--- config.mk ---
export PLATFORM = sky130hd
export DESIGN_NAME = c3aibadapt_cmn_clkgate_ctrl
export DESIGN_NICKNAME = d
export VERILOG_FILES = /design/src/rtl/c3aibadapt_cmn_clkgate_ctrl_pkg.sv /design/src/rtl/c3aibadapt_cmn_clkgate_idle_cnt.sv /design/src/rtl/c3aibadapt_cmn_clkgate_ctrl.sv
export SDC_FILE = /design/constraint.sdc
export NUM_CORES = 1
export LEC_CHECK = 0
export CAP_MARGIN = 20
export CORE_AREA = 5 5 42 44
export DETAILED_ROUTE_END_ITERATION = 10
export DIE_AREA = 0 0 47 49
export PLACE_DENSITY = 0.86
export SETUP_SLACK_MARGIN = 0.4
export SYNTH_ARGS = -nofsm -noshare
export SYNTH_HDL_FRONTEND = slang
export SYNTH_HIERARCHICAL = 1
export SYNTH_SLANG_ARGS = --single-unit
--- constraint.sdc ---
create_clock -name clk -period 2.5 [get_ports clk]
set_clock_uncertainty 0.15 [all_clocks]
set_input_delay 0.5 -clock clk [delete_from_list [all_inputs] [get_ports clk]]
set_output_delay 0.5 -clock clk [all_outputs]
set_load 0.01 [all_outputs]
--- src/rtl/c3aibadapt_cmn_clkgate_ctrl_pkg.sv ---
// Shared state encoding and counter widths for the adapter clock-gate controller.
package c3aibadapt_cmn_clkgate_ctrl_pkg;

    localparam int IDLE_W = 8;
    localparam int WAKE_W = 4;
    localparam int STAT_W = 16;

    typedef enum logic [1:0] {
        ST_RUN   = 2'd0,
        ST_GATED = 2'd1,
        ST_WAKE  = 2'd2
    } cg_state_e;

endpackage

--- src/rtl/c3aibadapt_cmn_clkgate_idle_cnt.sv ---
// Clearable idle counter; pulses expire on the last idle cycle before gating
// and wraps back to zero so the counter reads 0 while the clock is gated.
module c3aibadapt_cmn_clkgate_idle_cnt
    import c3aibadapt_cmn_clkgate_ctrl_pkg::*;
#(
    parameter int IDLE_CYCLES = 16
) (
    input  logic clk,
    input  logic rst,
    input  logic clr,
    output logic expire
);

    localparam logic [IDLE_W-1:0] TC = IDLE_W'(IDLE_CYCLES - 1);

    logic [IDLE_W-1:0] cnt_q, cnt_d;

    always_comb begin
        expire = 1'b0;
        cnt_d  = cnt_q;
        if (clr) begin
            cnt_d = '0;
        end else if (cnt_q == TC) begin
            expire = 1'b1;
            cnt_d  = '0;
        end else begin
            cnt_d = cnt_q + 1'b1;
        end
    end

    always_ff @(posedge clk) begin
        if (rst) cnt_q <= '0;
        else     cnt_q <= cnt_d;
    end

endmodule

--- src/rtl/c3aibadapt_cmn_clkgate_ctrl.sv ---
// Idle-detect clock-gate enable controller with request/ack wake-up.
// Define C3AIBADAPT_CLKGATE_STATS_EN to add the saturating gate_cnt statistic.
module c3aibadapt_cmn_clkgate_ctrl
    import c3aibadapt_cmn_clkgate_ctrl_pkg::*;
#(
    parameter int IDLE_CYCLES = 16,
    parameter int WAKE_CYCLES = 2
) (
    input  logic              clk,
    input  logic              rst,
    input  logic              busy,
    input  logic              wake_req,
    input  logic              force_on,
    output logic              gate_en,
    output logic              wake_ack,
    output logic              gated
`ifdef C3AIBADAPT_CLKGATE_STATS_EN
    ,
    output logic [STAT_W-1:0] gate_cnt
`endif
);

    localparam logic [WAKE_W-1:0] WAKE_TC = WAKE_W'(WAKE_CYCLES - 1);

    cg_state_e         state_q, state_d;
    logic [WAKE_W-1:0] wake_cnt_q, wake_cnt_d;
    logic              gate_en_q, gate_en_d;
    logic              wake_ack_q, wake_ack_d;
    logic              gated_q, gated_d;
    logic              act, idle_clr, idle_expire;

    assign act      = busy | wake_req | force_on;
    assign idle_clr = (state_q != ST_RUN) | act;

    c3aibadapt_cmn_clkgate_idle_cnt #(
        .IDLE_CYCLES(IDLE_CYCLES)
    ) u_idle_cnt (
        .clk    (clk),
        .rst    (rst),
        .clr    (idle_clr),
        .expire (idle_expire)
    );

    // Outputs are derived from next state so every output is a plain flop.
    always_comb begin
        state_d    = state_q;
        wake_cnt_d = '0;
        case (state_q)
            ST_RUN:   if (idle_expire) state_d = ST_GATED;
            ST_GATED: if (act)         state_d = ST_WAKE;
            ST_WAKE: begin
                if (wake_cnt_q == WAKE_TC) state_d = ST_RUN;
                else                       wake_cnt_d = wake_cnt_q + 1'b1;
            end
            default:  state_d = ST_RUN;
        endcase
        gate_en_d  = (state_d != ST_GATED);
        gated_d    = (state_d == ST_GATED);
        wake_ack_d = (state_d == ST_RUN) & wake_req;
    end

    always_ff @(posedge clk) begin
        if (rst) begin
            state_q    <= ST_RUN;
            wake_cnt_q <= '0;
            gate_en_q  <= 1'b1;
            wake_ack_q <= 1'b0;
            gated_q    <= 1'b0;
        end else begin
            state_q    <= state_d;
            wake_cnt_q <= wake_cnt_d;
            gate_en_q  <= gate_en_d;
            wake_ack_q <= wake_ack_d;
            gated_q    <= gated_d;
        end
    end

    assign gate_en  = gate_en_q;
    assign wake_ack = wake_ack_q;
    assign gated    = gated_q;

`ifdef C3AIBADAPT_CLKGATE_STATS_EN
    logic [STAT_W-1:0] gate_cnt_q, gate_cnt_d;

    always_comb begin
        gate_cnt_d = gate_cnt_q;
        if ((state_q == ST_RUN) && (state_d == ST_GATED) && (gate_cnt_q != '1))
            gate_cnt_d = gate_cnt_q + 1'b1;
    end

    always_ff @(posedge clk) begin
        if (rst) gate_cnt_q <= '0;
        else     gate_cnt_q <= gate_cnt_d;
    end

    assign gate_cnt = gate_cnt_q;
`endif

endmodule

Word-level counts from Yosys, hierarchy flattened
Cells that the tools add are included.
{"block": "totals", "word_cells": 30, "in_bits": 5, "register_bits": 17}
{"block": "classes", "add_sub_neg": 2, "n_mux": 6, "bitwise_logic": 5, "n_eq_ne": 6, "n_reduce_logical": 5}
{"op": "8-bit by 1-bit adder with 8-bit output (second input constant)", "n": 1}
{"op": "8-bit by 4-bit == test with 1-bit output (second input constant)", "n": 1}
{"op": "2-bit 2-to-1 mux", "n": 3}
{"op": "2-bit case mux with 3 select lines", "n": 1}
{"op": "3-bit OR reduction", "n": 2}
{"op": "4-bit by 1-bit adder with 4-bit output (second input constant)", "n": 1}
{"op": "2-bit by 1-bit == test with 1-bit output (second input constant)", "n": 2}
{"op": "4-bit by 1-bit == test with 1-bit output (second input constant)", "n": 1}
{"op": "2-bit logical NOT", "n": 2}
{"op": "1-bit bitwise OR", "n": 3}
{"op": "2-bit == test (second input constant)", "n": 1}
{"op": "1-bit 2-to-1 mux", "n": 2}
{"op": "2-bit by 1-bit inequality test with 1-bit output (second input constant)", "n": 1}
{"op": "2-bit nonzero test", "n": 1}
{"op": "1-bit AND", "n": 1}
{"op": "1-bit inverter", "n": 1}

Depth between registers and ports, before layout
Gate-level depths: netlist of run 1.
{"block": "depth", "word_depth": 8, "ltp_mapped": 6, "mapped_depth_nobuf": 6}

Cells and area by module
Netlist of run 1, hierarchy kept.
{"mod": "c3aibadapt_cmn_clkgate_ctrl", "cells_each": 34, "n_inst": 1, "area_each_um2": 352.8, "seq_area_each_um2": 180.2}
{"mod": "c3aibadapt_cmn_clkgate_idle_cnt", "cells_each": 39, "n_inst": 1, "area_each_um2": 349.1, "seq_area_each_um2": 160.2}

Worst setup path after synthesis of run 1
OpenSTA, ideal clock, no wires.
{"block": "synth_path", "path_kind": "input port to flip-flop", "start": "in wake_req", "end": "reg gate_en_q (netlist: gate_en)", "arrival_time_ps": 1347, "path_stages": 5, "path_slack_ps": 876, "n_path_buf": 0, "setup_ps": 127, "path_cell_list": "nor3_2 -> nand2_1 -> nor2_1 -> mux2i_1 -> or3_1"}
{"block": "synth_via", "elab_chain_len": 7}
{"item": "from (decl)", "line": "c3aibadapt_cmn_clkgate_ctrl.sv:12", "rtl": "input logic wake_req,"}
{"item": "1-bit bitwise OR (2 in series)", "line": "c3aibadapt_cmn_clkgate_ctrl.sv:32", "rtl": "assign act = busy | wake_req | force_on;"}
{"item": "1-bit bitwise OR", "line": "c3aibadapt_cmn_clkgate_ctrl.sv:33", "rtl": "assign idle_clr = (state_q != ST_RUN) | act;"}
{"item": "via idle_clr", "line": "c3aibadapt_cmn_clkgate_ctrl.sv:30", "rtl": "logic act, idle_clr, idle_expire;"}
{"item": "1-bit 2-to-1 mux", "line": "c3aibadapt_cmn_clkgate_idle_cnt.sv:21", "rtl": "if (clr) begin"}
{"item": "via idle_expire", "line": "c3aibadapt_cmn_clkgate_ctrl.sv:30"}
{"item": "2-bit 2-to-1 mux", "line": "c3aibadapt_cmn_clkgate_ctrl.sv:49", "rtl": "ST_RUN: if (idle_expire) state_d = ST_GATED;"}
{"item": "2-bit case mux with 3 select lines", "line": "c3aibadapt_cmn_clkgate_ctrl.sv:48", "rtl": "case (state_q)"}
{"item": "2-bit by 1-bit inequality test with 1-bit output", "line": "c3aibadapt_cmn_clkgate_ctrl.sv:57", "rtl": "gate_en_d = (state_d != ST_GATED);"}
{"item": "to (signal assigned)", "line": "c3aibadapt_cmn_clkgate_ctrl.sv:72", "rtl": "gate_en_q <= gate_en_d;"}
{"item": "to (decl)", "line": "c3aibadapt_cmn_clkgate_ctrl.sv:27", "rtl": "logic gate_en_q, gate_en_d;"}
The timed path passes the listed nets, and every way through them passes these cells.
A chain may end at the register's enable or synchronous reset.

Final worst setup path of run 1
Ends and elaborated chain as after synthesis.

==> report_table.html, run 1 <==
<table>
<tr><th>Metric</th><th>Value</th></tr>
<tr><th colspan="2">Logic synthesis</th></tr>
<tr><td>Most area-hungry cell type in the Yosys netlist</td><td>sky130_fd_sc_hd__dfxtp_1</td></tr>
<tr><td>Part of the Yosys area used for sequential elements</td><td>0.485</td></tr>
<tr><td>Combinational family with the most area after synthesis</td><td>simple AND/OR/NAND/NOR gates</td></tr>
<tr><td>Post-Syn Nets</td><td>81</td></tr>
<tr><td>Mux cell area share after synthesis</td><td>0.0143</td></tr>
<tr><td>Area share of the leading cell type in the synthesized netlist</td><td>0.485</td></tr>
<tr><td>Mean cell area of the mapped netlist</td><td>9.62 sq um</td></tr>
<tr><td>Synth Instances</td><td>between 70 and 80</td></tr>
<tr><td>Total of flip-flops plus latches after synthesis</td><td>17</td></tr>
<tr><td>Combined area of all synthesized cells</td><td>702 sq um</td></tr>
<tr><td>Compound-cell area share of the yosys netlist</td><td>0.0980</td></tr>
<tr><td>Fraction of synthesized cell area in xor and xnor cells</td><td>0.0499</td></tr>
<tr><td>Distinct cell type count of the synthesized netlist</td><td>25</td></tr>
<tr><td>Yosys Warn Count</td><td>6</td></tr>
<tr><td>Synthesized-area fraction occupied by and/or/nand/nor cells</td><td>0.283</td></tr>
<tr><td>Arithmetic-cell share of the synthesized area counting full adders, half adders and majority gates</td><td>0.0535</td></tr>
<tr><td>Leading post-synthesis cells by cell area</td><td>sky130_fd_sc_hd__dfxtp_1, sky130_fd_sc_hd__ha_1, sky130_fd_sc_hd__or3_1, sky130_fd_sc_hd__nor2_1, sky130_fd_sc_hd__nand3_2</td></tr>
<tr><th colspan="2">Die</th></tr>
<tr><td>Core Region</td><td>1400 sq um</td></tr>
<tr><td>Die boundary width</td><td>approximately 47 microns</td></tr>
<tr><td>Standard-cell row count</td><td>14</td></tr>
<tr><td>Number of primary I/O pins</td><td>8</td></tr>
<tr><td>Starting utilization of the core area</td><td>0.501</td></tr>
<tr><td>Chip Height</td><td>~49 microns</td></tr>
<tr><td>Die area</td><td>2300 sq um</td></tr>
<tr><th colspan="2">Timing</th></tr>
<tr><td>Share of the clock period used by the worst path</td><td>0.763</td></tr>
<tr><td>Slew HR</td><td>0.684</td></tr>
<tr><td>Final-report hold violation count</td><td>0</td></tr>
<tr><td>Clock period minus worst slack</td><td>1.91 ns</td></tr>
<tr><td>Number of failing setup endpoints in the final timing report</td><td>0</td></tr>
<tr><td>Slew at the pin closest to its max-slew limit</td><td>0.469 ns</td></tr>
<tr><td>Number of max-slew violations in the final report</td><td>0</td></tr>
<tr><td>Sum Neg Setup Slack</td><td>0 ns</td></tr>
<tr><td>Setup repair after global routing missed its margin</td><td>false</td></tr>
<tr><td>F_max</td><td>about 520 MHz</td></tr>
<tr><th colspan="2">Min path</th></tr>
<tr><td>Hold path endpoint</td><td>u_idle_cnt/cnt_q[0]</td></tr>
<tr><td>Class of the most critical hold timing path</td><td>reg -&gt; reg</td></tr>
<tr><td>Number of instances on the worst hold path</td><td>1</td></tr>
<tr><td>Critical hold path startpoint</td><td>u_idle_cnt/cnt_q[0]</td></tr>
<tr><th colspan="2">Clock tree</th></tr>
<tr><td>Number of buffers on the longest clock path</td><td>2</td></tr>
<tr><td>Number of buffers inserted by hold repair at cts</td><td>0</td></tr>
<tr><td>Count of instances resized after the clock tree is built</td><td>0</td></tr>
<tr><td>Clock transition time at the flip-flop clock pins of the worst setup and hold paths</td><td>0.10 ns</td></tr>
<tr><td>Skew-Pair Late Insertion Delay</td><td>0.28 ns</td></tr>
<tr><td>Clk Tree Root Cell</td><td>sky130_fd_sc_hd__clkbuf_4</td></tr>
<tr><td>Number of H-tree levels</td><td>1</td></tr>
<tr><td>TritonCTS clock tree</td><td>done</td></tr>
<tr><td>CTS Buf Count</td><td>3</td></tr>
<tr><td>Setup bufs post-CTS</td><td>0</td></tr>
<tr><td># clock sinks</td><td>17</td></tr>
<tr><th colspan="2">GRT</th></tr>
<tr><td>Vias in the first global route</td><td>just under 500</td></tr>
<tr><td>Antenna violations before repair</td><td>0</td></tr>
<tr><td>GRT Total Usage</td><td>0.115</td></tr>
<tr><td>Congestion Overflow GR</td><td>0</td></tr>
<tr><td>Wire length of the first global-routing pass</td><td>~1.9 mm</td></tr>
<tr><td>Most used routing layer in global routing</td><td>met2</td></tr>
<tr><td>Global routing usage on met2</td><td>0.190</td></tr>
<tr><td>Pin count of the biggest net entering global routing</td><td>11</td></tr>
<tr><td>GR Layer Usage met1</td><td>0.129</td></tr>
<tr><td>Met3 track demand over resource</td><td>0.0221</td></tr>
<tr><th colspan="2">Worst setup path</th></tr>
<tr><td>Slowest stage delay, CP</td><td>~0.43 ns</td></tr>
<tr><td>Crit path required time</td><td>2.52 ns</td></tr>
<tr><td>Beginning of the worst register-to-register path</td><td>u_idle_cnt/cnt_q[5]</td></tr>
<tr><td>Startpoint of the most critical setup path</td><td>wake_req</td></tr>
<tr><td>Kind of end point of the critical path</td><td>flop</td></tr>
<tr><td>FF-to-FF path depth</td><td>5</td></tr>
<tr><td>Slowest cell on crit path</td><td>sky130_fd_sc_hd__clkdlybuf4s50_1</td></tr>
<tr><td>Data arrival time of the critical path</td><td>1.93 ns</td></tr>
<tr><td>Startpoint type of the worst setup path</td><td>input port</td></tr>
<tr><td>Worst flop-to-flop path endpoint</td><td>gate_en</td></tr>
<tr><td>Maximum fanout along the worst path</td><td>4</td></tr>
<tr><td>Crit path cell chain</td><td>clkdlybuf4s50_1 -&gt; nor3_2 -&gt; nand2_1 -&gt; nor2_1 -&gt; mux2i_1 -&gt; or3_1</td></tr>
<tr><td>Reg2Reg Setup Slack</td><td>0.76 ns</td></tr>
<tr><td>Classification of the worst setup path</td><td>in -&gt; reg</td></tr>
<tr><th colspan="2">Final layout</th></tr>
<tr><td>Filler instances</td><td>approximately 150</td></tr>
<tr><td>Commonest non-fill, non-tap cells in the layout</td><td>sky130_fd_sc_hd__dfxtp_1, sky130_fd_sc_hd__nor2_1, sky130_fd_sc_hd__clkdlybuf4s50_1</td></tr>
<tr><td>Proportion of layout cells with a drive suffix above 1</td><td>0.131</td></tr>
<tr><td>Non-filler instance count after layout</td><td>100</td></tr>
<tr><td>Count of antenna diodes in the layout</td><td>0</td></tr>
<tr><td>Number of nets in the final layout</td><td>93</td></tr>
<tr><td>Final design area excluding fillers</td><td>about 820 sq um</td></tr>
<tr><td>Area growth, synth to finish</td><td>16.8%</td></tr>
<tr><td>Leading cell type in the layout, fill and taps excluded</td><td>sky130_fd_sc_hd__dfxtp_1</td></tr>
<tr><th colspan="2">Pwr</th></tr>
<tr><td>Maximum ir drop on the vdd rail</td><td>0.000290 V</td></tr>
<tr><td>Pwr per Cell Area</td><td>about 530 nW/um^2</td></tr>
<tr><td>Static leakage</td><td>between 0.2 and 0.3 nW</td></tr>
<tr><th colspan="2">Drt</th></tr>
<tr><td>First-pass detailed-route iteration total</td><td>2</td></tr>
<tr><td>Residual DRC</td><td>0</td></tr>
<tr><td>Antenna-violating nets left</td><td>0</td></tr>
<tr><td>Vias per cell</td><td>5.19</td></tr>
<tr><td>DR vias</td><td>519</td></tr>
<tr><td>DRC violation total after the first TritonRoute iteration</td><td>9</td></tr>
<tr><td>Aggregate routed wire length</td><td>1.21 mm</td></tr>
<tr><td>WL per Instance</td><td>12.1 microns</td></tr>
<tr><th colspan="2">Placed design</th></tr>
<tr><td>Port Buffers</td><td>7</td></tr>
<tr><td>Routability-driven placement congestion ratio</td><td>0.782</td></tr>
<tr><td>DP Cell Count</td><td>96</td></tr>
<tr><td>Detailed placer's ending HPWL</td><td>922 microns</td></tr>
<tr><td>Cell area reported after detailed placement</td><td>roughly 800 sq um</td></tr>
<tr><th colspan="2">Status</th></tr>
<tr><td>Status</td><td>finished, final reports clean</td></tr>
<tr><th colspan="2">Job</th></tr>
<tr><td>Max capacitance violation total</td><td>0</td></tr>
</table>
[through the flow]
stage	power (mW)	hold WS (ns)	utilization	worst slack, ns
after detailed placement	0.295	0.301	0.565	0.289
after floorplan	0.283	0.279	-	0.876
after CTS	0.435	0.325	0.585	0.588
after global placement	0.294	0.291	0.565	0.364
after global routing	0.456	0.347	0.585	0.469
final	0.432	0.318	0.585	0.592
[synth_stat cells (all sizes together)]
cell	instances
dfxtp	17
nor4	1
and3	1
mux2i	1
nor3	4
o21bai	1
nor2	9
a211o	1
nand4b	1
nand4	1
a21oi	4
o21ai	3
nand3	5
inv	3
or3	6
a211oi	1
nand2	5
xnor2	2
ha	3
or3b	1
xor2	2
and4b	1
[report_power, final]
| group | total (mW) | switching [mW] | internal [mW] |
|---|---|---|---|
| Sequential | 0.273 | 0.000644 | 0.272 |
| Combinational | 0.0154 | 0.00649 | 0.00894 |
| Clock | 0.144 | 0.0844 | 0.0593 |
[worst max path at each step]
stage | to | slack (ns) | cells past startpoint
global placement | gate_en | 0.36 | 6
floorplan | gate_en | 0.88 | 5
CTS | gate_en | 0.59 | 6
detailed placement | gate_en | 0.29 | 6
global route | gate_en | 0.47 | 6
finish | gate_en | 0.59 | 6
[final cells by class]
cell class                 instances  area [sq um]  share of cell area
tap                               16          20.0              0.0244
inverter                           3          11.3              0.0137
timing repair buffer               7          70.1              0.0855
sequential                        17           340               0.415
multi-input combinational         53           350               0.427
clock buffer                       3          22.5              0.0275
clock inverter                     1          5.00             0.00611
[kinds of logic (layout without fill, tap and decap cells)]
kind of cell | Yosys count | after routing
AO/OA/AOI/OAI | 10 | 10
XOR/XNOR | 4 | 4
adder cells (fa/ha/maj) | 3 | 3
buffers and inverters | 3 | 14
flip-flops | 17 | 17
multiplexers | 1 | 1
AND/OR/NAND/NOR | 35 | 35
[sequential cells by signal (all words and copies together), names as in the netlist]
name,cells
gated,1
gate_en,1
wake_cnt_q,4
state_q,2
wake_ack,1
u_idle_cnt/cnt_q,8
[layer usage]
layer | wire (microns) | share of wire
met5 | 0 | 0
met1 | 550 | 0.45
met3 | 69 | 0.057
met4 | 17 | 0.014
met2 | 575 | 0.47
[worst max-delay path, delay by kind of cell]
kind / cells / cell delay [ns]
buffers and inverters: 1 / 0.43
multiplexers: 1 / 0.12
AND/OR/NAND/NOR: 4 / 0.87
(Power assumes the default switching activity.)
==> inputs of run 2 (changes only) <==
--- a/config.mk
+++ b/config.mk
@@ -6,10 +6,10 @@
 export NUM_CORES = 1
 export LEC_CHECK = 0
 export CAP_MARGIN = 20
-export CORE_AREA = 5 5 42 44
+export CORE_MARGIN = 5
+export CORE_UTILIZATION = 46
 export DETAILED_ROUTE_END_ITERATION = 10
-export DIE_AREA = 0 0 47 49
-export PLACE_DENSITY = 0.86
+export PLACE_DENSITY = 0.8
 export SETUP_SLACK_MARGIN = 0.4
 export SYNTH_ARGS = -nofsm -noshare
 export SYNTH_HDL_FRONTEND = slang
==> constraint.sdc (replaced) <==
create_clock -name clk -period 1.7 [get_ports clk]
set_clock_uncertainty 0.15 [all_clocks]
set_input_delay 0.34 -clock clk [delete_from_list [all_inputs] [get_ports clk]]
set_output_delay 0.34 -clock clk [all_outputs]
set_load 0.01 [all_outputs]
==> run 2 against run 1 <==
Critical path depth down 1; worst setup slack got worse by 0.40 ns; clock-buffer cell count up 1; sequential share of layout area shrank 7.6 points; cell count up 17%; die area is 4.5% higher; power grew 49%; routed wire length grew 37%; highest routed layer unchanged; global-route usage grew 1.7 points; sequential power is 46% higher; core utilization increased by 12 points.
==> report_table.html, run 2 (synthesized netlist as in run 1, its figures left out) <==
<table>
<tr><th>Metric</th><th>Value</th></tr>
<tr><th colspan="2">Timing</th></tr>
<tr><td>Number of max-slew violations in the final report</td><td>0 (unchanged)</td></tr>
<tr><td>Share of the clock period used by the worst path</td><td>0.886</td></tr>
<tr><td>Worst hold margin</td><td>0.340 ns (+0.0215 ns)</td></tr>
<tr><td>Number of failing setup endpoints in the final timing report</td><td>0 (unchanged)</td></tr>
<tr><td>Clock period minus worst slack</td><td>1.51 ns</td></tr>
<tr><td>F_max</td><td>664 MHz</td></tr>
<tr><td>Slew at the pin closest to its max-slew limit</td><td>0.239 ns (-0.230 ns)</td></tr>
<tr><td>Setup repair after global routing missed its margin</td><td>true</td></tr>
<tr><td>Sum Neg Setup Slack</td><td>0 ns (unchanged)</td></tr>
<tr><td>Setup slack of the critical path after layout</td><td>0.194 ns (-0.398 ns)</td></tr>
<tr><td>Slew HR</td><td>0.840 (+0.156)</td></tr>
<tr><td>Final-report hold violation count</td><td>0 (unchanged)</td></tr>
<tr><th colspan="2">Min path</th></tr>
<tr><td>Number of instances on the worst hold path</td><td>2 (+1)</td></tr>
<tr><td>Class of the most critical hold timing path</td><td>in -&gt; reg</td></tr>
<tr><th colspan="2">Status</th></tr>
<tr><td>Status</td><td>finished, final reports clean</td></tr>
<tr><th colspan="2">Drt</th></tr>
<tr><td>Aggregate routed wire length</td><td>1.66 mm (+37%)</td></tr>
<tr><td>DR WL met2</td><td>846 microns (+47%)</td></tr>
<tr><td>Antenna-violating nets left</td><td>0 (unchanged)</td></tr>
<tr><td>First-pass detailed-route iteration total</td><td>3 (+1)</td></tr>
<tr><td>Residual DRC</td><td>0 (unchanged)</td></tr>
<tr><td>WL per Instance</td><td>14.2 microns (+17%)</td></tr>
<tr><td>Top layer in use</td><td>met4</td></tr>
<tr><td>Vias per cell</td><td>5.35 (+3.1%)</td></tr>
<tr><td>DRC violation total after the first TritonRoute iteration</td><td>21 (+12)</td></tr>
<tr><td>Wire length on met3</td><td>54 microns (-22%)</td></tr>
<tr><td>DR vias</td><td>626 (+21%)</td></tr>
<tr><td>M1 wire length</td><td>749 microns (+36%)</td></tr>
<tr><th colspan="2">Final layout</th></tr>
<tr><td>Largest reg by FF count</td><td>u_idle_cnt/cnt_q</td></tr>
<tr><td>Proportion of layout cells with a drive suffix above 1</td><td>0.515 (+0.384)</td></tr>
<tr><td>Area growth, synth to finish</td><td>48.5%</td></tr>
<tr><td>Biggest regs</td><td>u_idle_cnt/cnt_q x8, wake_cnt_q x4, state_q x2</td></tr>
<tr><td>Flip-flop and latch area</td><td>354 sq um (+4.0%)</td></tr>
<tr><td>Final core area utilization</td><td>0.708 (+0.124)</td></tr>
<tr><td>Non-filler instance count after layout</td><td>117 (+17%)</td></tr>
<tr><td>Filler instances</td><td>115 (-22%)</td></tr>
<tr><td>Commonest non-fill, non-tap cells in the layout</td><td>sky130_fd_sc_hd__buf_4, sky130_fd_sc_hd__nor2_1, sky130_fd_sc_hd__dfxtp_1, sky130_fd_sc_hd__dfxtp_2</td></tr>
<tr><td>Final design area excluding fillers</td><td>1040 sq um (+27%)</td></tr>
<tr><td>Total area of multi-input combinational cells</td><td>444 sq um (+27%)</td></tr>
<tr><td>Number of nets in the final layout</td><td>110 (+18%)</td></tr>
<tr><td>Number of flip-flops under the largest register name</td><td>8 (unchanged)</td></tr>
<tr><td>Leading cell type in the layout, fill and taps excluded</td><td>sky130_fd_sc_hd__buf_4</td></tr>
<tr><td>Count of antenna diodes in the layout</td><td>0 (unchanged)</td></tr>
<tr><th colspan="2">Die</th></tr>
<tr><td>Standard-cell row count</td><td>14 (unchanged)</td></tr>
<tr><td>Number of primary I/O pins</td><td>8 (unchanged)</td></tr>
<tr><td>Chip Height</td><td>49.1 microns (+0.13%)</td></tr>
<tr><td>Die area</td><td>2410 sq um (+4.5%)</td></tr>
<tr><td>Core Region</td><td>1470 sq um (+5.0%)</td></tr>
<tr><td>Die boundary width</td><td>49.1 microns (+4.4%)</td></tr>
<tr><td>Starting utilization of the core area</td><td>0.477 (-0.0239)</td></tr>
<tr><th colspan="2">Worst setup path</th></tr>
<tr><td>Slowest stage delay, CP</td><td>0.37 ns (-0.06 ns)</td></tr>
<tr><td>FF-to-FF path depth</td><td>5 (unchanged)</td></tr>
<tr><td>Kind of end point of the critical path</td><td>flop</td></tr>
<tr><td>Data arrival time of the critical path</td><td>1.53 ns (-0.40 ns)</td></tr>
<tr><td>Slowest cell on crit path</td><td>sky130_fd_sc_hd__dfxtp_4</td></tr>
<tr><td>Logic depth of the worst path, buffers included</td><td>5 (-1)</td></tr>
<tr><td>Crit path cell chain</td><td>nor4_4 -&gt; nand2_1 -&gt; nor2_2 -&gt; mux2i_1 -&gt; or3_1</td></tr>
<tr><td>Kind of cell adding the most delay to the critical path</td><td>simple AND/OR/NAND/NOR gates</td></tr>
<tr><td>Classification of the worst setup path</td><td>reg -&gt; reg</td></tr>
<tr><td>Maximum fanout along the worst path</td><td>2 (-2)</td></tr>
<tr><td>Startpoint type of the worst setup path</td><td>flop</td></tr>
<tr><td>Crit path required time</td><td>1.73 ns (-0.79 ns)</td></tr>
<tr><td>Buf/Inv on CP</td><td>0 (-1)</td></tr>
<tr><th colspan="2">GRT</th></tr>
<tr><td>Wire length of the first global-routing pass</td><td>2.54 mm (+31%)</td></tr>
<tr><td>Antenna violations before repair</td><td>0 (unchanged)</td></tr>
<tr><td>Congestion Overflow GR</td><td>0 (unchanged)</td></tr>
<tr><td>Vias in the first global route</td><td>624 (+27%)</td></tr>
<tr><td>Pin count of the biggest net entering global routing</td><td>10 (-1)</td></tr>
<tr><td>GRT Total Usage</td><td>0.132 (+0.0169)</td></tr>
<tr><th colspan="2">Clock tree</th></tr>
<tr><td>TritonCTS clock tree</td><td>done</td></tr>
<tr><td>Number of buffers inserted by hold repair at cts</td><td>0 (unchanged)</td></tr>
<tr><td># clock sinks</td><td>17 (unchanged)</td></tr>
<tr><td>Clock transition time at the flip-flop clock pins of the worst setup and hold paths</td><td>0.10 ns (about the same)</td></tr>
<tr><td>CTS Buf Count</td><td>3 (unchanged)</td></tr>
<tr><td>Number of H-tree levels</td><td>1 (unchanged)</td></tr>
<tr><td>Clk Tree Root Cell</td><td>sky130_fd_sc_hd__clkbuf_4</td></tr>
<tr><td>Number of buffers on the longest clock path</td><td>2 (unchanged)</td></tr>
<tr><td>Skew-Pair Late Insertion Delay</td><td>0.29 ns (about the same)</td></tr>
<tr><th colspan="2">Placed design</th></tr>
<tr><td>Port Buffers</td><td>7 (unchanged)</td></tr>
<tr><td>Detailed placer's ending HPWL</td><td>945 microns (+2.5%)</td></tr>
<tr><td>Pre-CTS WS</td><td>-0.219 ns (-0.508 ns)</td></tr>
<tr><td>Routability-driven placement congestion ratio</td><td>0.793 (+1.4%)</td></tr>
<tr><td>Cell area reported after detailed placement</td><td>872 sq um (+10%)</td></tr>
<tr><td>DP Cell Count</td><td>103 (+7.3%)</td></tr>
<tr><th colspan="2">Pwr</th></tr>
<tr><td>PnR Total Power</td><td>0.645 mW (+49%)</td></tr>
<tr><td>Pwr per Cell Area</td><td>619 nW/um^2 (+17%)</td></tr>
<tr><td>Maximum ir drop on the vdd rail</td><td>0.000502 V (+73%)</td></tr>
<tr><td>Static leakage</td><td>0.378 nW (+41%)</td></tr>
<tr><th colspan="2">Job</th></tr>
<tr><td>Max capacitance violation total</td><td>0 (unchanged)</td></tr>
</table>
-- run 2: cell types whose count changed in the layout (fill, tap and decap cells not counted), sizes merged --
| cell | change |
|---|---|
| clkdlybuf4s50 | -6 |
| buf | +19 |
| clkinv | -1 |
| dlygate4sd2 | +3 |
| clkbuf | +2 |
-- run 2: worst register-to-register path: stages, from the launching register on --
cell,delay (ns)
sky130_fd_sc_hd__dfxtp_4,0.37
sky130_fd_sc_hd__nor4_4,0.29
sky130_fd_sc_hd__nand2_1,0.10
sky130_fd_sc_hd__nor2_2,0.10
sky130_fd_sc_hd__mux2i_1,0.09
sky130_fd_sc_hd__or3_1,0.30
-- run 2: area by class of cell --
cell class / count / area share
clock buffers: 4 / 0.0252
inverters: 3 / 0.0108
well taps: 16 / 0.0192
repair buffers: 24 / 0.179
multi-input cells: 53 / 0.426
flip-flops and latches: 17 / 0.340
-- run 2: worst paths after layout --
kind / start / endpoint / slack, ns
setup / recovery: u_idle_cnt/cnt_q[4] / gate_en / 0.19
hold / removal: wake_req / wake_ack / 0.34
setup reg to reg: u_idle_cnt/cnt_q[4] / gate_en / 0.19
hold reg to reg: state_q[1] / gated / 0.38
-- run 2: timing repair --
item,in CTS,in global routing
setup endpoints to repair,20,18
pin swaps,8,10
resized for setup,18,19
buffers inserted,8,2
-- run 2: per-layer routing --
layer / global-route usage / up-vias
met3: 0.0398 / 2
met2: 0.225 / 17
li1: - / 314
met4: 0.0538 / 0
met1: 0.151 / 293
met5: 0 / -
-- run 2: power by group --
group          leakage [nW]  total (mW)  switching [mW]  internal [mW]
Combinational         0.220      0.0293          0.0135         0.0159
Clock                0.0150       0.216           0.125         0.0912
Sequential            0.142       0.399        0.000933          0.398
Total                 0.378       0.645           0.139          0.505
==> inputs of run 3 (changes only) <==
--- a/config.mk
+++ b/config.mk
@@ -7,9 +7,10 @@
 export LEC_CHECK = 0
 export CAP_MARGIN = 20
 export CORE_MARGIN = 5
-export CORE_UTILIZATION = 46
+export CORE_UTILIZATION = 50
+export CTS_BUF_LIST = sky130_fd_sc_hd__clkbuf_2
 export DETAILED_ROUTE_END_ITERATION = 10
-export PLACE_DENSITY = 0.8
+export PLACE_DENSITY = 0.85
 export SETUP_SLACK_MARGIN = 0.4
 export SYNTH_ARGS = -nofsm -noshare
 export SYNTH_HDL_FRONTEND = slang
==> run 3 against run 2 <==
Sequential cell count is the same; hold slack gained 0.0078 ns; via count shrank 9.3%; worst setup slack gained 0.0097 ns; critical endpoint unchanged; clock power shrank 15%; first-iteration DRC count shrank 76%.
==> report_table.html, run 3 (synthesized netlist as in run 1, its figures left out) <==
<table>
<tr><th>Metric</th><th>Value</th></tr>
<tr><th colspan="2">Timing</th></tr>
<tr><td>F_max</td><td>668 MHz (+0.65%)</td></tr>
<tr><td>Sum Neg Setup Slack</td><td>0 ns (unchanged)</td></tr>
<tr><td>Clock period minus worst slack</td><td>1.50 ns (-0.00967 ns)</td></tr>
<tr><td>Setup repair after global routing missed its margin</td><td>true</td></tr>
<tr><td>Worst hold margin</td><td>0.348 ns (+0.00775 ns)</td></tr>
<tr><td>Final-report hold violation count</td><td>0 (unchanged)</td></tr>
<tr><td>Share of the clock period used by the worst path</td><td>0.880 (-0.00569)</td></tr>
<tr><td>Number of failing setup endpoints in the final timing report</td><td>0 (unchanged)</td></tr>
<tr><td>Number of max-slew violations in the final report</td><td>0 (unchanged)</td></tr>
<tr><td>Slew at the pin closest to its max-slew limit</td><td>0.272 ns (+0.0321 ns)</td></tr>
<tr><td>Slew HR</td><td>0.818 (-0.0222)</td></tr>
<tr><th colspan="2">Drt</th></tr>
<tr><td>Vias per cell</td><td>5.07 (-5.2%)</td></tr>
<tr><td>WL per Instance</td><td>11.8 microns (-17%)</td></tr>
<tr><td>Aggregate routed wire length</td><td>1.32 mm (-21%)</td></tr>
<tr><td>Residual DRC</td><td>0 (unchanged)</td></tr>
<tr><td>DR vias</td><td>568 (-9.3%)</td></tr>
<tr><td>First-pass detailed-route iteration total</td><td>4 (+1)</td></tr>
<tr><td>DRC violation total after the first TritonRoute iteration</td><td>5 (-76%)</td></tr>
<tr><td>Antenna-violating nets left</td><td>0 (unchanged)</td></tr>
<tr><th colspan="2">Final layout</th></tr>
<tr><td>Proportion of layout cells with a drive suffix above 1</td><td>0.423 (-0.0922)</td></tr>
<tr><td>Filler instances</td><td>98 (-15%)</td></tr>
<tr><td>Count of antenna diodes in the layout</td><td>0 (unchanged)</td></tr>
<tr><td>Total area of multi-input combinational cells</td><td>400 sq um (-9.9%)</td></tr>
<tr><td>Leading cell type in the layout, fill and taps excluded</td><td>sky130_fd_sc_hd__buf_4</td></tr>
<tr><td>Biggest regs</td><td>u_idle_cnt/cnt_q x8, wake_cnt_q x4, state_q x2</td></tr>
<tr><td>Non-filler instance count after layout</td><td>112 (-4.3%)</td></tr>
<tr><td>Commonest non-fill, non-tap cells in the layout</td><td>sky130_fd_sc_hd__buf_4, sky130_fd_sc_hd__dfxtp_1, sky130_fd_sc_hd__nor2_1</td></tr>
<tr><td>Number of nets in the final layout</td><td>106 (-3.6%)</td></tr>
<tr><td>Final design area excluding fillers</td><td>948 sq um (-9.0%)</td></tr>
<tr><td>Area growth, synth to finish</td><td>35.1%</td></tr>
<tr><td>Flip-flop and latch area</td><td>349 sq um (-1.4%)</td></tr>
<tr><td>Final core area utilization</td><td>0.720 (+0.0115)</td></tr>
<tr><td>Largest reg by FF count</td><td>u_idle_cnt/cnt_q</td></tr>
<tr><td>Number of flip-flops under the largest register name</td><td>8 (unchanged)</td></tr>
<tr><th colspan="2">Status</th></tr>
<tr><td>Status</td><td>finished, final reports clean</td></tr>
<tr><th colspan="2">Pwr</th></tr>
<tr><td>Static leakage</td><td>0.345 nW (-8.5%)</td></tr>
<tr><td>Pwr per Cell Area</td><td>643 nW/um^2 (+3.9%)</td></tr>
<tr><td>Maximum ir drop on the vdd rail</td><td>0.000563 V (+12%)</td></tr>
<tr><th colspan="2">Clock tree</th></tr>
<tr><td>TritonCTS clock tree</td><td>done</td></tr>
<tr><td># clock sinks</td><td>17 (unchanged)</td></tr>
<tr><td>Number of buffers inserted by hold repair at cts</td><td>0 (unchanged)</td></tr>
<tr><td>Number of buffers on the longest clock path</td><td>2 (unchanged)</td></tr>
<tr><td>CTS Buf Count</td><td>3 (unchanged)</td></tr>
<tr><td>Skew-Pair Late Insertion Delay</td><td>0.29 ns (about the same)</td></tr>
<tr><td>Clock transition time at the flip-flop clock pins of the worst setup and hold paths</td><td>0.15 ns (+0.05 ns)</td></tr>
<tr><td>Clk Tree Root Cell</td><td>sky130_fd_sc_hd__clkbuf_2</td></tr>
<tr><td>Number of H-tree levels</td><td>1 (unchanged)</td></tr>
<tr><th colspan="2">Min path</th></tr>
<tr><td>Class of the most critical hold timing path</td><td>in -&gt; reg</td></tr>
<tr><th colspan="2">GRT</th></tr>
<tr><td>Wire length of the first global-routing pass</td><td>2.27 mm (-11%)</td></tr>
<tr><td>Congestion Overflow GR</td><td>0 (unchanged)</td></tr>
<tr><td>Pin count of the biggest net entering global routing</td><td>10 (unchanged)</td></tr>
<tr><td>GRT Total Usage</td><td>0.146 (+0.0134)</td></tr>
<tr><td>Vias in the first global route</td><td>577 (-7.5%)</td></tr>
<tr><td>Antenna violations before repair</td><td>0 (unchanged)</td></tr>
<tr><th colspan="2">Placed design</th></tr>
<tr><td>Detailed placer's ending HPWL</td><td>934 microns (-1.1%)</td></tr>
<tr><td>Routability-driven placement congestion ratio</td><td>0.797 (+0.54%)</td></tr>
<tr><td>Cell area reported after detailed placement</td><td>871 sq um (-0.14%)</td></tr>
<tr><td>DP Cell Count</td><td>102 (-0.97%)</td></tr>
<tr><td>Port Buffers</td><td>7 (unchanged)</td></tr>
<tr><th colspan="2">Worst setup path</th></tr>
<tr><td>Startpoint type of the worst setup path</td><td>flop</td></tr>
<tr><td>Maximum fanout along the worst path</td><td>3 (+1)</td></tr>
<tr><td>Data arrival time of the critical path</td><td>1.54 ns (about the same)</td></tr>
<tr><td>Classification of the worst setup path</td><td>reg -&gt; reg</td></tr>
<tr><td>Kind of end point of the critical path</td><td>flop</td></tr>
<tr><td>Crit path required time</td><td>1.74 ns (about the same)</td></tr>
<tr><th colspan="2">Die</th></tr>
<tr><td>Chip Height</td><td>47.5 microns (-3.3%)</td></tr>
<tr><td>Starting utilization of the core area</td><td>0.533 (+0.0557)</td></tr>
<tr><td>Die area</td><td>2250 sq um (-6.4%)</td></tr>
<tr><td>Die boundary width</td><td>47.5 microns (-3.3%)</td></tr>
<tr><td>Standard-cell row count</td><td>13 (-1)</td></tr>
<tr><td>Core Region</td><td>1320 sq um (-10%)</td></tr>
<tr><td>Number of primary I/O pins</td><td>8 (unchanged)</td></tr>
<tr><th colspan="2">Job</th></tr>
<tr><td>Max capacitance violation total</td><td>0 (unchanged)</td></tr>
</table>
==> run 3: repair_timing <==
action	CTS	global route
pin swaps	7	1
resized for setup	21	3
endpoints found under the setup margin	20	19
setup buffers	6	0
cloned	0	0
==> run 3: path summary, 6_finish.rpt <==
check	slack (ns)	start	depth (start not counted)	to
min reg2reg	0.38	state_q[1]	1	gated
max	0.20	u_idle_cnt/cnt_q[7]	5	gate_en
min	0.35	wake_req	2	wake_ack
max reg2reg	0.20	u_idle_cnt/cnt_q[7]	5	gate_en
==> run 3: power breakdown <==
group	internal (mW)	total (mW)	switching [mW]
combinational	0.0140	0.0248	0.0108
clock	0.0624	0.183	0.121
sequential	0.400	0.401	0.000995
total	0.477	0.610	0.133
==> run 3: metal layers <==
layer	GRT usage	up-vias	wire, microns
li1	-	304	-
met4	0.0829	0	22
met5	0	-	0
met2	0.238	9	602
met1	0.172	253	631
met3	0.0376	2	60
==> run 3: through the flow <==
step	worst slack (ns)	total power, mW
global route	0.110	0.644
detailed placement	-0.185	0.438
global placement	-0.169	0.438
floorplan	0.193	0.417
CTS	0.226	0.615
finish	0.204	0.610
==> run 3: critical path, cell delays in order, from the launching register on <==
cell	delay, ns
sky130_fd_sc_hd__dfxtp_2	0.36
sky130_fd_sc_hd__nor4_4	0.33
sky130_fd_sc_hd__nand2_2	0.08
sky130_fd_sc_hd__nor2_2	0.10
sky130_fd_sc_hd__mux2i_1	0.08
sky130_fd_sc_hd__or3_1	0.30
==> run 3: area by class of cell <==
class / instances / area share
well taps: 15 / 0.0198
multi-input cells: 53 / 0.422
repair buffers: 20 / 0.157
inverters: 3 / 0.0119
flip-flops and latches: 17 / 0.368
clock buffers: 4 / 0.0211
==> RTL change 1, RTL diff (settings of run 1) <==
Set the package constant `IDLE_W` to 6 (it was 8).
--- a/src/rtl/c3aibadapt_cmn_clkgate_ctrl_pkg.sv
+++ b/src/rtl/c3aibadapt_cmn_clkgate_ctrl_pkg.sv
@@ -2,5 +2,5 @@
 package c3aibadapt_cmn_clkgate_ctrl_pkg;
 
-    localparam int IDLE_W = 8;
+    localparam int IDLE_W = 6;
     localparam int WAKE_W = 4;
     localparam int STAT_W = 16;
Behaviour: no difference found for any inputs over 10 cycles, from zero or initial values and one cycle with rst high; that may be too few to reach the edited logic, so the function may still have changed.
==> RTL change 1 against run 1 <==
Sequential power fell by 12%. Routed wire length fell by 18%. Worst setup slack got worse by 0.12 ns. Power fell by 9.9%. Synthesized cell count fell by 19%. Non-clock buffer count did not move. Sequential cell count fell by 2. Worst hold slack improved by 0.0026 ns. First-iteration DRC count fell by 56%. Area after synthesis fell by 15%. Sequential share of layout area fell by 0.36 points. Design area fell by 11%. Largest power group unchanged. Highest routed layer is now met3.
==> RTL change 1: results (changes against run 1) <==
status completed; Layout Nets 79 (-15%); RR Startpoint u_idle_cnt/cnt_q[0]$_SDFF_PP0_; Fin Hold WS 0.321 ns (+0.00265 ns); maximum VDD drop 0.414 mV (+43%); largest net degree at the start of global routing 9 (-2); routability congestion estimate 0.775 (-0.79%); DP Wirelength 734 um (-20%); Synth area leaders dfxtp_1 (50%), ha_1 (6.3%), nor2_1 (6.3%); first-pass GRT wire length 1550 um (-20%); register area share after synthesis 50.4% (+1.9 points); Cell variety after synth 22 (-12%); Vias/cell 5.07 (-2.3%); fillers 147 (-0.68%); share of post-route cells with drive strength above 1 14.3% (+1.2 points); Largest regs u_idle_cnt/cnt_q (6), wake_cnt_q (4), state_q (2); critical path peak fanout 3 (-1); r2r endpoint gate_en$_SDFF_PP1_; Worst-path clk slew 0.08 ns (-0.02 ns); leakage power 0.244 nW (-9.1%); vias in the first global route 385 (-21%); DRT Wirelength 998 um (-18%); Register-to-Register Setup Slack 0.79 ns (+0.03 ns); GRT Total Usage 9.19% (-2.3 points); Worst-Margin Slew 0.319 ns (-0.150 ns); WHS Path Cells 1 (unchanged); Syn Nets 67 (-17%); drt first-iter violations 4 (-5); Post-CTS Setup Inserts 0 (unchanged); synth cell count leaders dfxtp_1 (15), nor2_1 (10); crit path DAT 2.04 ns (+0.11 ns); first-pass iteration count of the detailed router 2 (unchanged)
-- RTL change 1: how the worst max path moves through the flow --
stage / slack (ns) / start / cells after the start / end
2_1_floorplan: 0.71 / wake_req / 5 / gate_en$_SDFF_PP1_
3_3_place_gp: 0.19 / wake_req / 6 / gate_en$_SDFF_PP1_
3_5_place_dp: 0.12 / wake_req / 6 / gate_en$_SDFF_PP1_
4_1_cts: 0.42 / wake_req / 6 / gate_en$_SDFF_PP1_
5_1_grt: 0.36 / wake_req / 6 / gate_en$_SDFF_PP1_
6_report: 0.47 / wake_req / 6 / gate_en$_SDFF_PP1_
-- RTL change 1: cell type report --
| class | count | area, um2 | area share, % |
|---|---|---|---|
| well taps | 16 | 20.0 | 2.74 |
| inverters | 3 | 11.3 | 1.54 |
| repair buffers | 7 | 70.1 | 9.61 |
| multi-input cells | 41 | 302 | 41.3 |
| flip-flops and latches | 15 | 300 | 41.2 |
| clock buffers | 4 | 26.3 | 3.60 |
-- RTL change 1: logic make-up after synthesis --
logic type                 count (synthesis)  share of synthesized area [%]
muxes                                      1                           1.68
DFF                                       15                           50.4
adders and majority gates                  3                           6.30
buffers and inverters                      3                           1.89
AOI/OAI and AO/OA                          5                           6.30
and+or+nand+nor                           27                           26.1
xor gates and xnor gates                   5                           7.35
-- RTL change 1: critical path: stages --
cell	delay [ns]
clkdlybuf4s50_1	0.43
nor3_2	0.28
nand2_2	0.13
nor4_4	0.24
mux2i_1	0.14
or3_1	0.32
-- RTL change 1: stage by stage --
| stage | power [mW] | worst slack (ns) | std cells | instance area [um2] |
|---|---|---|---|---|
| 2_1_floorplan | 0.250 | 0.706 | 59 | 596 |
| 3_3_place_gp | 0.261 | 0.186 | 82 | 686 |
| 3_5_place_dp | 0.261 | 0.124 | 82 | 686 |
| 4_1_cts | 0.397 | 0.419 | 86 | 712 |
| 5_1_grt | 0.411 | 0.364 | 86 | 729 |
| 6_report | 0.389 | 0.475 | 86 | 729 |
-- RTL change 1: power breakdown --
| part | total (mW) | internal, mW | switching (mW) |
|---|---|---|---|
| combinational | 0.0153 | 0.00910 | 0.00620 |
| sequential | 0.241 | 0.240 | 0.000695 |
| clock | 0.133 | 0.0619 | 0.0710 |
-- RTL change 1: layer usage --
| metal | up-vias | track usage (%) | wire (um) |
|---|---|---|---|
| li1 | 225 | - | - |
| met1 | 199 | 10.9 | 416 |
| met2 | 12 | 13.8 | 488 |
| met3 | 0 | 6.27 | 92 |
| met4 | 0 | 1.38 | 0 |
| met5 | - | 0 | 0 |
==> RTL change 2, RTL diff (settings of run 1) <==
Without the edit above. Re-encode `cg_state_e` (3 states) as one-hot, 3 bits wide.
--- a/src/rtl/c3aibadapt_cmn_clkgate_ctrl_pkg.sv
+++ b/src/rtl/c3aibadapt_cmn_clkgate_ctrl_pkg.sv
@@ -6,8 +6,8 @@
     localparam int STAT_W = 16;
 
-    typedef enum logic [1:0] {
-        ST_RUN   = 2'd0,
-        ST_GATED = 2'd1,
-        ST_WAKE  = 2'd2
+    typedef enum logic [2:0] {
+        ST_RUN   = 3'b001,
+        ST_GATED = 3'b010,
+        ST_WAKE  = 3'b100
     } cg_state_e;
 
Check against the original RTL: same outputs for any inputs over 10 cycles, from zero or initial values and one cycle with rst high; not proved beyond that.
==> RTL change 2 against run 1 <==
Worst setup slack lost 0.14 ns. Critical path type unchanged. Area after synthesis grew 7.8%. Register-to-register slack lost 0.12 ns. Power grew 3.3%. Design area grew 9.3%. Clock power shrank 4%. Worst hold slack lost 0.0049 ns. Synthesized cell count grew 6.8%. Largest cell class unchanged. Sequential cell count grew 1. Routed wire length grew 8.1%.
==> RTL change 2: results (changes against run 1) <==
status completed; fillers 126 (-15%); met2 routed WL 693 um (+21%); routability congestion estimate 0.748 (-4.4%); Hold Crit Class reg2reg; vias in the first global route 591 (+21%); maximum VDD drop 0.317 mV (+9.1%); Max stage delay on crit path 0.49 ns (+0.06 ns); Final clock-cell share 2.51% (-0.84 points); DP Wirelength 1020 um (+11%); met1 wire length 565 um (+2.7%); Syn Nets 86 (+6.2%); Critical path origin busy; post-CTS sizing 11 (+11); first-pass iteration count of the detailed router 4 (+2); leakage power 0.312 nW (+16%); first-pass GRT wire length 2330 um (+20%); RR Startpoint u_idle_cnt/cnt_q[5]$_SDFF_PP0_; post-route minimum period 2.05 ns (+0.139 ns); met3 wire len 24 um (-65%); Cell variety after synth 31 (+24%); met3 Track Usage GR 3.32% (+1.1 points); r2r endpoint gate_en$_SDFF_PP1_; number of sequential cells 18 (+1); synth cell count leaders dfxtp_1 (18), nor2_1 (10), or3_1 (5); drt first-iter violations 4 (-5); Largest regs u_idle_cnt/cnt_q (8), wake_cnt_q (4), state_q (3); Non-clk bufs 11 (+4); sequential cell area share 40.2% (-1.3 points); crit path DAT 2.11 ns (+0.18 ns); worst setup path endpoint u_idle_cnt/cnt_q[5]$_SDFF_PP0_; invs w/o clock 2 (-1); Signal buf overhead 10.9% (+2.3 points); slowest CP cell or4b_4; grt met1 use 15.6% (+2.7 points); Synth area leaders dfxtp_1 (48%), ha_1 (5.0%), nor2_1 (5.0%); R2R depth 6 (+1); Register-to-Register Setup Slack 0.64 ns (-0.12 ns); Layout Nets 101 (+8.6%); critical path peak fanout 6 (+2); grt met2 use 22.2% (+3.2 points); Skew-Pair Late Insertion Delay 0.28 ns (about the same); register area share after synthesis 47.6% (-0.88 points); DRT Wirelength 1310 um (+8.1%); Multi-In Gates 57 (+7.5%); dpl ws -0.212 ns (-0.501 ns); Post-CTS Setup Inserts 1 (+1); GRT Total Usage 13.7% (+2.2 points); share of post-route cells with drive strength above 1 19.8% (+6.7 points)
## RTL change 2: power breakdown
group | switching (mW) | total [mW] | internal (mW)
logic | 0.00746 | 0.0199 | 0.0124
registers | 0.000599 | 0.288 | 0.288
clock network | 0.0818 | 0.138 | 0.0559
total | 0.0898 | 0.446 | 0.356
## RTL change 2: stage by stage
| step | cell area [um2] | util [%] | total power, mW | cells |
|---|---|---|---|---|
| detailed placement | 866 | 61.8 | 0.314 | 103 |
| floorplan | 761 | - | 0.301 | 78 |
| global route | 896 | 63.9 | 0.471 | 107 |
| global placement | 866 | 61.8 | 0.314 | 103 |
| finish | 896 | 63.9 | 0.446 | 107 |
| CTS | 887 | 63.3 | 0.451 | 107 |
## RTL change 2: worst min path at each step
stage	start	to	slack, ns	cells after the start
CTS	u_idle_cnt/cnt_q[0]$_SDFF_PP0_	u_idle_cnt/cnt_q[0]$_SDFF_PP0_	0.32	1
floorplan	u_idle_cnt/cnt_q[0]$_SDFF_PP0_	u_idle_cnt/cnt_q[0]$_SDFF_PP0_	0.28	1
global route	u_idle_cnt/cnt_q[0]$_SDFF_PP0_	u_idle_cnt/cnt_q[0]$_SDFF_PP0_	0.36	1
detailed placement	u_idle_cnt/cnt_q[0]$_SDFF_PP0_	u_idle_cnt/cnt_q[0]$_SDFF_PP0_	0.30	1
global placement	u_idle_cnt/cnt_q[0]$_SDFF_PP0_	u_idle_cnt/cnt_q[0]$_SDFF_PP0_	0.29	1
finish	u_idle_cnt/cnt_q[0]$_SDFF_PP0_	u_idle_cnt/cnt_q[0]$_SDFF_PP0_	0.31	1
## RTL change 2: cell families after synthesis
kind of cell    after synthesis  share of synthesized area [%]
buf+inv                       3                           1.98
fa+ha+maj                     3                           4.96
simple gates                 38                           29.6
compound gates               12                           11.2
flops                        18                           47.6
xor+xnor                      4                           4.63
